**src/rtl/game_flow_controller.sv**
```systemverilog
// game_flow_controller: gameplay sequencer (lives, level, food count, freeze timers); optional pause via GAME_FLOW_PAUSE_EN
module game_flow_controller #(
   parameter int          LIVES       = 3,
   parameter int          READY_TICKS = 120,
   parameter int          DEATH_TICKS = 90,
   parameter int          CLEAR_TICKS = 120,
   parameter logic [11:0] FOOD_TOTAL  = 12'd1000,
   parameter int          TICK_W      = 8
) (
   input  logic       clk,
   input  logic       rst,
   input  logic       frame_tick,
   input  logic       start_btn,
   input  logic       pacman_is_dead,
   input  logic       food_eaten,
`ifdef GAME_FLOW_PAUSE_EN
   input  logic       pause_btn,
`endif
   output logic [2:0] state,
   output logic       move_en,
   output logic       sprite_reset,
   output logic       score_clear,
   output logic       food_reload,
   output logic [3:0] lives_left,
   output logic [3:0] level,
   output logic       game_over
);
   typedef enum logic [2:0] {
      ATTRACT, READY, PLAY, DYING, LEVEL_CLEAR, GAME_OVER_S, PAUSED
   } state_t;
   state_t cur, state_n;
   logic [TICK_W-1:0] timer, timer_n;
   logic [11:0] food_cnt, food_n;
   logic [3:0] lives_n, level_n;
   logic sprite_n, score_n, reload_n, start_prev, start_rise, pause_rise, expire;
   assign start_rise = start_btn & ~start_prev;
   assign state = cur;
`ifdef GAME_FLOW_PAUSE_EN
   logic pause_prev;
   assign pause_rise = pause_btn & ~pause_prev;
   always_ff @(posedge clk) pause_prev <= rst | pause_btn;
`else
   assign pause_rise = 1'b0;
`endif
   // a tick finishes a freeze when it takes the timer from 1 to 0
   assign expire = frame_tick && timer <= TICK_W'(1);
   always_comb begin
      state_n  = cur;
      timer_n  = timer;
      lives_n  = lives_left;
      level_n  = level;
      food_n   = food_cnt;
      sprite_n = 1'b0;
      score_n  = 1'b0;
      reload_n = 1'b0;
      if (frame_tick && timer != '0 && (cur == READY || cur == DYING || cur == LEVEL_CLEAR))
         timer_n = timer - TICK_W'(1);
      case (cur)
         ATTRACT, GAME_OVER_S:
            if (start_rise) begin
               state_n  = READY;
               sprite_n = 1'b1;
               score_n  = 1'b1;
               reload_n = 1'b1;
               lives_n  = 4'(LIVES);
               level_n  = 4'd1;
               food_n   = '0;
               timer_n  = TICK_W'(READY_TICKS);
            end
         READY: state_n = expire ? PLAY : READY;
         PLAY: begin
            food_n = food_cnt + 12'(food_eaten);
            if (pacman_is_dead) begin
               state_n = DYING;
               lives_n = lives_left - 4'd1;
               timer_n = TICK_W'(DEATH_TICKS);
            end else if (food_n >= FOOD_TOTAL) begin
               state_n = LEVEL_CLEAR;
               timer_n = TICK_W'(CLEAR_TICKS);
            end else if (pause_rise)
               state_n = PAUSED;
         end
         DYING:
            if (expire) begin
               state_n  = lives_left == 4'd0 ? GAME_OVER_S : READY;
               sprite_n = lives_left != 4'd0;
               timer_n  = lives_left == 4'd0 ? timer_n : TICK_W'(READY_TICKS);
            end
         LEVEL_CLEAR:
            if (expire) begin
               state_n  = READY;
               level_n  = level == 4'd15 ? level : level + 4'd1;
               food_n   = '0;
               reload_n = 1'b1;
               sprite_n = 1'b1;
               timer_n  = TICK_W'(READY_TICKS);
            end
         PAUSED: state_n = pause_rise ? PLAY : PAUSED;
         default: state_n = ATTRACT;
      endcase
   end
   always_ff @(posedge clk) begin
      if (rst) begin
         cur          <= ATTRACT;
         timer        <= '0;
         food_cnt     <= '0;
         lives_left   <= 4'(LIVES);
         level        <= 4'd1;
         move_en      <= 1'b0;
         sprite_reset <= 1'b0;
         score_clear  <= 1'b0;
         food_reload  <= 1'b0;
         game_over    <= 1'b0;
         start_prev   <= 1'b1;
      end else begin
         cur          <= state_n;
         timer        <= timer_n;
         food_cnt     <= food_n;
         lives_left   <= lives_n;
         level        <= level_n;
         move_en      <= state_n == PLAY;
         sprite_reset <= sprite_n;
         score_clear  <= score_n;
         food_reload  <= reload_n;
         game_over    <= state_n == GAME_OVER_S;
         start_prev   <= start_btn;
      end
   end
endmodule

```
**config.mk**
```make
export PLATFORM = sky130hd
export DESIGN_NAME = game_flow_controller
export DESIGN_NICKNAME = d
export VERILOG_FILES = /design/src/rtl/game_flow_controller.sv
export SDC_FILE = /design/constraint.sdc
export NUM_CORES = 1
export LEC_CHECK = 0
export BUFFER_PORTS_ARGS = -buffer_cell sky130_fd_sc_hd__buf_4
export CORE_ASPECT_RATIO = 1.4
export CORE_UTILIZATION = 50
export DETAILED_ROUTE_END_ITERATION = 10
export GPL_ROUTABILITY_DRIVEN = 0
export HOLD_SLACK_MARGIN = 0.03
export PLACE_DENSITY = 0.67
export SLEW_MARGIN = 20
export SYNTH_ARGS = -nofsm -noshare
export SYNTH_HDL_FRONTEND = slang
export SYNTH_SLANG_ARGS = --single-unit
```
**constraint.sdc**
```tcl
create_clock -name clk -period 3.2 [get_ports clk]
set_clock_uncertainty 0.05 [all_clocks]
set_input_delay 0.48 -clock clk [delete_from_list [all_inputs] [get_ports clk]]
set_output_delay 0.48 -clock clk [all_outputs]
set_load 0.03 [all_outputs]
```
* Yosys cells after proc, flatten, opt, wreduce, memory -nomap -nowiden *
Cells that the tools add are included.

word-level totals
  bits in registers = 37
  input port bits = 6
  output and inout port bits = 16
  word-level logic and storage cells = 81

operators by class
  add/sub/neg operators = 4
  magnitude comparators = 2
  equal/unequal tests = 13
  multiplexer cells = 31
  bitwise logic cells = 3
  reductions and logical operators = 17

operator list
  kind                  count
  $mux 8                7
  $pmux 12 s3           1
  $pmux 8 s4            1
  $mux 12               2
  $mux 4                5
  $mux 3                6
  $pmux 3 s6            1
  $pmux 4 s2            2
  $add 12x1->12         1
  $eq 3x3->1 const B    4
  $ge 12x10->1 const B  1
  $eq 3x2->1 const B    3
  $le 8x1->1 const B    1
  $ne 2x2->1 const B    4
  $reduce_bool 8->1     1
  $sub 8x1->8 const B   1
  $reduce_and 3->1      2
  $add 4x1->4 const B   1
  $eq 4x4->1 const B    1
  $logic_not 4->1       1
  $reduce_and 4->1      1
  $reduce_bool 2->1     2
  $reduce_bool 4->1     1
  $reduce_or 2->1       2
  12 further kinds      18

* Longest topological paths before layout *
Gate-level depths: netlist (run 1).

  depth in word-level cells = 8
  mapped depth = 9
  mapped depth without buffers = 8

* Worst setup path after synthesis (run 1) *
Ideal clock, no wire load.

  kind = input to register
  start point = input port food_eaten
  end point = register timer[5]
  setup time = 0.120 ns
  arrival time = 2.016 ns
  required time = 3.030 ns
  path slack = 1.014 ns
  stages on the path = 8
  buffers on the path = 0
  cells stage by stage = ha_1 > ha_1 > and3_1 > nand3_1 > mux2_2 > a21oi_2 > nor3_1 > o31a_1

between the ends
  longest elaborated chain between the ends = 5

RTL lines
  what                  line  text
  start, declared       15    input logic food_eaten,
  $add 12x1->12         72    food_n = food_cnt + 12'(food_eaten);
  $ge 12x10->1          77    end else if (food_n >= FOOD_TOTAL) begin
  $mux 8                77
  $mux 8                73    if (pacman_is_dead) begin
  $pmux 8 s4            58    case (cur)
  end signal, assigned  117   timer <= timer_n;
  end, declared         32    logic [TICK_W-1:0] timer, timer_n;

No other way between the ends.
A chain may end at the register's enable or synchronous reset.

* Worst setup path in the final report (run 1) *
  start point = register cur[0], in the netlist state[0]
  end point = register timer[0]

between the ends
  longest elaborated chain between the ends = 8
  elaborated cells between the ends (all ways) = 18
  classes of those cells = eq/ne: 5; mux: 8; reduce/logical: 5

RTL lines
  what                                      line    text
  start, declared                           31      state_t cur, state_n;
  start signal, assigned                    116     cur <= state_n;
  $eq 3x1->1 or $eq 3x2->1 (tied branches)  56, 58
  $logic_or 1x1->1 (2 in series)            56      if (frame_tick && timer != '0 && (cur == READY || cur == DYING || cur == LEVEL_CLEAR))
  $logic_and 1x1->1                         56
  $mux 8                                    56
  $mux 8 (on tied branches)                 87, 77
  $mux 8 (on tied branches)                 84, 73
  $pmux 8 s4 (*)                            58

Mark *: on every way between the ends. The rest lies on a longest branch, timed or not.

==> results of run 1 <==
==> sequential cells by signal, summed over array words and instances (netlist names), 3 cells and up <==
signal,flops
state,3
timer,8
lives_left,4
food_cnt,12
level,4
==> how the worst min path moves through the flow <==
| stage | endpoint | start | cells past startpoint | slack [ps] |
|---|---|---|---|---|
| 2_1_floorplan | food_cnt[10] | food_cnt[10] | 1 | 420 |
| 3_3_place_gp | food_cnt[10] | food_cnt[10] | 1 | 450 |
| 3_5_place_dp | food_cnt[10] | food_cnt[10] | 1 | 460 |
| 4_1_cts | start_prev | start_btn | 2 | 340 |
| 5_1_grt | start_prev | start_btn | 2 | 360 |
| 6_report | start_prev | start_btn | 2 | 350 |
==> placed cells by master (no fill, tap or decap), drive strengths merged, types with 7 or more instances in the layout <==
cell type	n
nand2	23
o21ai	12
clkbuf	7
ha	8
xnor2	9
nand3	10
nor2	27
nor3	7
buf	23
dfxtp	37
a21oi	21
inv	7
a311oi	10
==> layout make-up <==
| type | count | area, sq um |
|---|---|---|
| clock buffer | 7 | 86.3 |
| clock inverter | 1 | 30.0 |
| fill | 415 | 1740 |
| inverter | 7 | 26.3 |
| multi-input combinational | 213 | 1400 |
| sequential | 37 | 741 |
| tap | 60 | 75.1 |
| timing repair buffer | 23 | 173 |
==> synth_stat cells, types with 2 or more instances <==
master,count,area [sq um]
dfxtp_1,37,741
nor2_1,27,101
nand2_1,23,86.3
a21oi_1,20,100
a311oi_1,10,87.6
o21ai_0,10,50.1
nand3_1,9,45.0
xnor2_1,9,78.8
ha_1,8,100
buf_2,7,35.0
inv_1,7,26.3
clkbuf_1,6,22.5
nand4_1,6,37.5
nor3_1,6,30.0
a31oi_1,5,31.3
and3_1,5,31.3
nor2b_1,5,31.3
o21a_1,5,37.5
nand2b_1,4,25.0
nor4_1,4,25.0
xor2_1,4,35.0
and2_1,3,18.8
or2_2,3,18.8
a211oi_1,2,15.0
a21boi_0,2,15.0
a22oi_1,2,15.0
and4_1,2,17.5
nand4b_1,2,17.5
nor3b_1,2,15.0
nor4_4,2,42.5
o21ai_1,2,10.0
o31ai_1,2,15.0
or4_1,2,15.0
==> cell families (layout without fill, tap and decap cells) <==
family	after synthesis	in the layout	share of synthesized area, %
adders and majority gates	8	8	4.48
and+or+nand+nor	118	118	30.4
xor gates and xnor gates	13	13	5.10
muxes	1	1	0.504
DFF	37	37	33.1
buffers and inverters	21	38	4.26
AOI/OAI and AO/OA	73	73	22.1
==> critical path, delay by kind of cell (launching register included) <==
kind            cells  cell delay, ps
compound gates      2             450
flops               1             670
simple gates        4            1010
==> metrics by stage <==
| step | utilization (%) | hold slack [ps] | instance area (sq um) |
|---|---|---|---|
| after floorplan | - | 420 | 2230 |
| after CTS | 59.2 | 340 | 2530 |
| after global placement | 56.5 | 448 | 2410 |
| after global routing | 59.2 | 356 | 2530 |
| final | 59.2 | 346 | 2530 |
| after detailed placement | 56.5 | 456 | 2410 |
==> routing by layer <==
metal | vias up | global-route usage [%] | part of all wire, %
li1 | 1025 | - | -
met1 | 956 | 28.8 | 43
met2 | 50 | 42.4 | 51
met3 | 8 | 5.41 | 3.7
met4 | 0 | 11.0 | 1.7
met5 | - | 0 | 0
==> power by group through the flow <==
stage | Clock, mW | Combinational, mW | Sequential (mW)
finish | 0.425 | 0.243 | 0.514
global route | 0.455 | 0.272 | 0.518
detailed placement | 0 | 0.242 | 0.524
CTS | 0.437 | 0.243 | 0.513
floorplan | 0 | 0.192 | 0.522
global placement | 0 | 0.241 | 0.525
==> impl_metrics.env, run 1 <==
export IMPL_outcome="finished, final reports clean"
export IMPL_dp_cells=340
export IMPL_synthFlopType="dfxtp_1"
export IMPL_worstPathArrival_ps=2420
export IMPL_drtIter0Drc=174
export IMPL_synth_edf_count=0
export IMPL_cts_max_level=2
export IMPL_critPathKind="flop to flop"
export IMPL_antenna_found_initial=0
export IMPL_cts_setup_buffers=0
export IMPL_place_port_buffers=21
export IMPL_synth_seq_area_share_pct=33.1
export IMPL_syn_nets=285
export IMPL_dr_total_vias=2039
export IMPL_ff2ff_setup_slack_ps=940
export IMPL_leakage_nw=0.950
export IMPL_globalRouteOverflowTotal=0
export IMPL_drt_total_wl_um=5200
export IMPL_crit_chain="and2b_1 > nor4_4 > nor2b_1 > a21boi_0 > o21ai_1 > nor3_1"
export IMPL_p_int_mw=0.833
export IMPL_grt_max_degree=30
export IMPL_worst_slack_ps=941
export IMPL_r2r_start="state[0]"
export IMPL_clk_pin_slew_ps=70
export IMPL_vias_per_cell=5.86
export IMPL_first_global_vias=1943
export IMPL_grt_use_total_pct=24.6
export IMPL_startpoint_type="flop"
export IMPL_worstPathMaxFanout=14
export IMPL_hold_path_class="input port to flop"
export IMPL_worst_ep_required_time_ps=3360
export IMPL_die_width_um=58.5
export IMPL_grt_pass1_wl_um=8910
export IMPL_rsz0062_at_grt="false"
export IMPL_placementRows=28
export IMPL_dr_pass1_iters=4
export IMPL_wl_per_cell_um=14.9
export IMPL_root_buffer="clkbuf_8"
export IMPL_cp_endpoint="timer[0]"
export IMPL_drv_slew=0
export IMPL_drc_errors=0
export IMPL_fin_crit_sh_pct=70.6
export IMPL_startpoint="state[0]"
export IMPL_fmax_mhz=443
export IMPL_powerDensity_mw_per_mm2=467
export IMPL_ys_ff_latch=37
export IMPL_synth_cells=271
export IMPL_setup_viol=0
export IMPL_end_kind="flop"
export IMPL_yosys_warnings=0
export IMPL_min_period_ps=2260
export IMPL_numCtsBuffers=5
export IMPL_p_total_mw=1.18
export IMPL_p_sw_share_pct=29.5
export IMPL_synth_distinct_cells=61
export IMPL_relSlewSlack_pct=54.7
export IMPL_diodes=0
export IMPL_reg2reg_depth=6
export IMPL_slowest_stage="dfxtp_1"
export IMPL_die_h_um=81.1
export IMPL_hold_viol=0
export IMPL_syn_cell_area_sq_mm=0.00223
export IMPL_switching_power_mw=0.349
export IMPL_drv_cap=0
export IMPL_critical_path_max_stage_delay_ps=670
export IMPL_area_growth_pct=13.2
export IMPL_boundaryPins=22
export IMPL_finalNonFillerCells=348
export IMPL_hold_buffers=0
export IMPL_clockPowerShare_pct=35.9
export IMPL_start_util_pct=52.3
export IMPL_hpwl_um=3750
export IMPL_finalSetupTns_ps=0
export IMPL_peakVddDrop_uv=261
export IMPL_worst_pin_slew_ps=678
export IMPL_combPwrFrac_pct=20.6
export IMPL_drive_gt1_share_pct=16.3
export IMPL_async_flop_share_pct=0
export IMPL_dieArea_sq_mm=0.00474
export IMPL_post_cts_resized=0
export IMPL_nets=301
export IMPL_tritoncts="done"
export IMPL_ant_nets=0
export IMPL_clock_latency_ps=290
export IMPL_post_place_ws_ps=729
export IMPL_power_frac_seq_pct=43.5
export IMPL_cts_path_max_buffers=2
export IMPL_syn_avg_cell_area_sq_um=8.25
export IMPL_r2r_end="timer[0]"
export IMPL_core_sq_mm=0.00427
export IMPL_clkSinkCount=37
(Power assumes the default switching activity.)
==> run 2: changes to the inputs <==
clock period = 2.3 ns   (was 3.2 ns; I/O delays follow)
==> impl_metrics.env, run 2 (same netlist as run 1, synthesis figures left out) <==
export IMPL_outcome="finished, final reports clean"
export IMPL_dr_pass1_iters=4
export IMPL_vias_per_cell=5.86
export IMPL_peakVddDrop_uv=385
export IMPL_drc_errors=0
export IMPL_min_period_ps=2170
export IMPL_worstPathMaxFanout=7
export IMPL_end_kind="flop"
export IMPL_root_buffer="clkbuf_8"
export IMPL_place_port_buffers=21
export IMPL_drv_slew=0
export IMPL_nFillCells=408
export IMPL_first_global_vias=1937
export IMPL_power_frac_seq_pct=46.0
export IMPL_powerDensity_mw_per_mm2=589
export IMPL_nets=313
export IMPL_fin_crit_sh_pct=94.3
export IMPL_crit_chain="inv_1 > ha_1 > or2_1 > and3_2 > a211oi_1 > a31oi_1 > or2_0 > a311oi_1"
export IMPL_worst_pin_slew_ps=391
export IMPL_relSlewSlack_pct=73.9
export IMPL_multi_input_area_sq_mm=0.00142
export IMPL_slowest_stage="dfxtp_1"
export IMPL_cts_setup_buffers=0
export IMPL_final_cell_mix="37 x dfxtp_1, 34 x buf_4, 26 x nor2_1, 23 x nand2_1, 20 x a21oi_1"
export IMPL_reg2reg_depth=8
export IMPL_combPwrFrac_pct=25.2
export IMPL_drtIter0Drc=120
export IMPL_hold_path_class="input port to flop"
export IMPL_final_core_util_pct=61.2
export IMPL_worstPathArrival_ps=2320
export IMPL_start_util_pct=52.3
export IMPL_area_growth_pct=17.0
export IMPL_critPathKind="flop to flop"
export IMPL_p_int_mw=1.05
export IMPL_hold_viol=0
export IMPL_antenna_found_initial=0
export IMPL_placementRows=28
export IMPL_drv_cap=0
export IMPL_p_total_mw=1.54
export IMPL_grt_use_total_pct=24.7
export IMPL_diodes=0
export IMPL_final_common_cell="dfxtp_1"
export IMPL_clock_latency_ps=290
export IMPL_place_area_sq_mm=0.00252
export IMPL_switching_power_mw=0.495
export IMPL_largest_register_ffs=12
export IMPL_die_width_um=58.5
export IMPL_reg_top3="food_cnt (12), timer (8)"
export IMPL_clkSinkCount=37
export IMPL_stdcell_area_sq_mm=0.00262
export IMPL_dieArea_sq_mm=0.00474
export IMPL_p_sw_share_pct=32.2
export IMPL_setup_viol=0
export IMPL_worst_ep_required_time_ps=2450
export IMPL_leakage_nw=1.00
export IMPL_finalSetupTns_ps=0
export IMPL_ant_nets=0
export IMPL_core_sq_mm=0.00427
export IMPL_rsz0062_at_grt="false"
export IMPL_grt_max_degree=30
export IMPL_fmax_mhz=461
export IMPL_clockPowerShare_pct=28.9
export IMPL_drt_total_wl_um=5400
export IMPL_drive_gt1_share_pct=20.7
export IMPL_numCtsBuffers=5
export IMPL_hold_buffers=0
export IMPL_clk_pin_slew_ps=80
export IMPL_whs_path_depth=2
export IMPL_startpoint_type="flop"
export IMPL_largest_register="food_cnt"
export IMPL_cts_max_level=2
export IMPL_cts_path_max_buffers=2
export IMPL_boundaryPins=22
export IMPL_tritoncts="done"
export IMPL_seqCellArea_sq_um=741
export IMPL_hpwl_um=3940
export IMPL_wl_per_cell_um=15.0
export IMPL_globalRouteOverflowTotal=0
export IMPL_die_h_um=81.1
export IMPL_grt_pass1_wl_um=8810
export IMPL_dr_total_vias=2109
export IMPL_critical_path_max_stage_delay_ps=400
run 2: final cells by class:
| type | instances | share of cell area (%) |
|---|---|---|
| Inverter | 7 | 1.00 |
| Timing Repair Buffer | 35 | 10.5 |
| Sequential cell | 37 | 28.3 |
| Tap cell | 60 | 2.87 |
| Clock inverter | 2 | 0.383 |
| Multi-Input combinational cell | 213 | 54.1 |
| Clock buffer | 6 | 2.78 |
run 2: timing repair:
item / in CTS / in global routing
endpoints found under the hold margin: 0 / 0
setup endpoints to repair: 0 / 5
resized for setup: 0 / 4
run 2: routing by layer:
metal	GRT usage, %	wire (um)	part of all wire [%]	vias up
met5	0	0	0	-
met4	14.0	191	3.5	0
met3	4.14	172	3.2	15
met2	42.9	2720	50	64
met1	28.3	2320	43	980
li1	-	-	-	1050
run 2: through the flow:
step	setup WS [ps]	instances	hold WS, ps
after CTS	139	360	212
after floorplan	249	271	402
after global routing	3.39	360	220
final	130	360	211
after detailed placement	-4.82	352	469
after global placement	39.3	352	458
run 2: path summary, 6_finish.rpt:
kind / from / slack [ps] / end
worst max-delay path: timer[0] / 130 / timer[1]
worst min-delay path: start_btn / 210 / start_prev
worst max register to register: timer[0] / 130 / timer[1]
worst min register to register: level[1] / 480 / level[1]
run 2: power groups by stage:
stage / registers, mW / logic, mW / clock network, mW
2_1_floorplan: 0.726 / 0.267 / 0
3_3_place_gp: 0.721 / 0.381 / 0
3_5_place_dp: 0.720 / 0.383 / 0
4_1_cts: 0.707 / 0.383 / 0.454
5_1_grt: 0.711 / 0.426 / 0.487
6_report: 0.708 / 0.388 / 0.444
run 2: worst max-delay path: cells and delay by family, from the launching register on:
kind	cells	cell delay, ps
AND/OR/NAND/NOR	3	770
AO/OA/AOI/OAI	3	570
flip-flops	1	400
adder cells (fa/ha/maj)	1	220
buffers and inverters	1	90
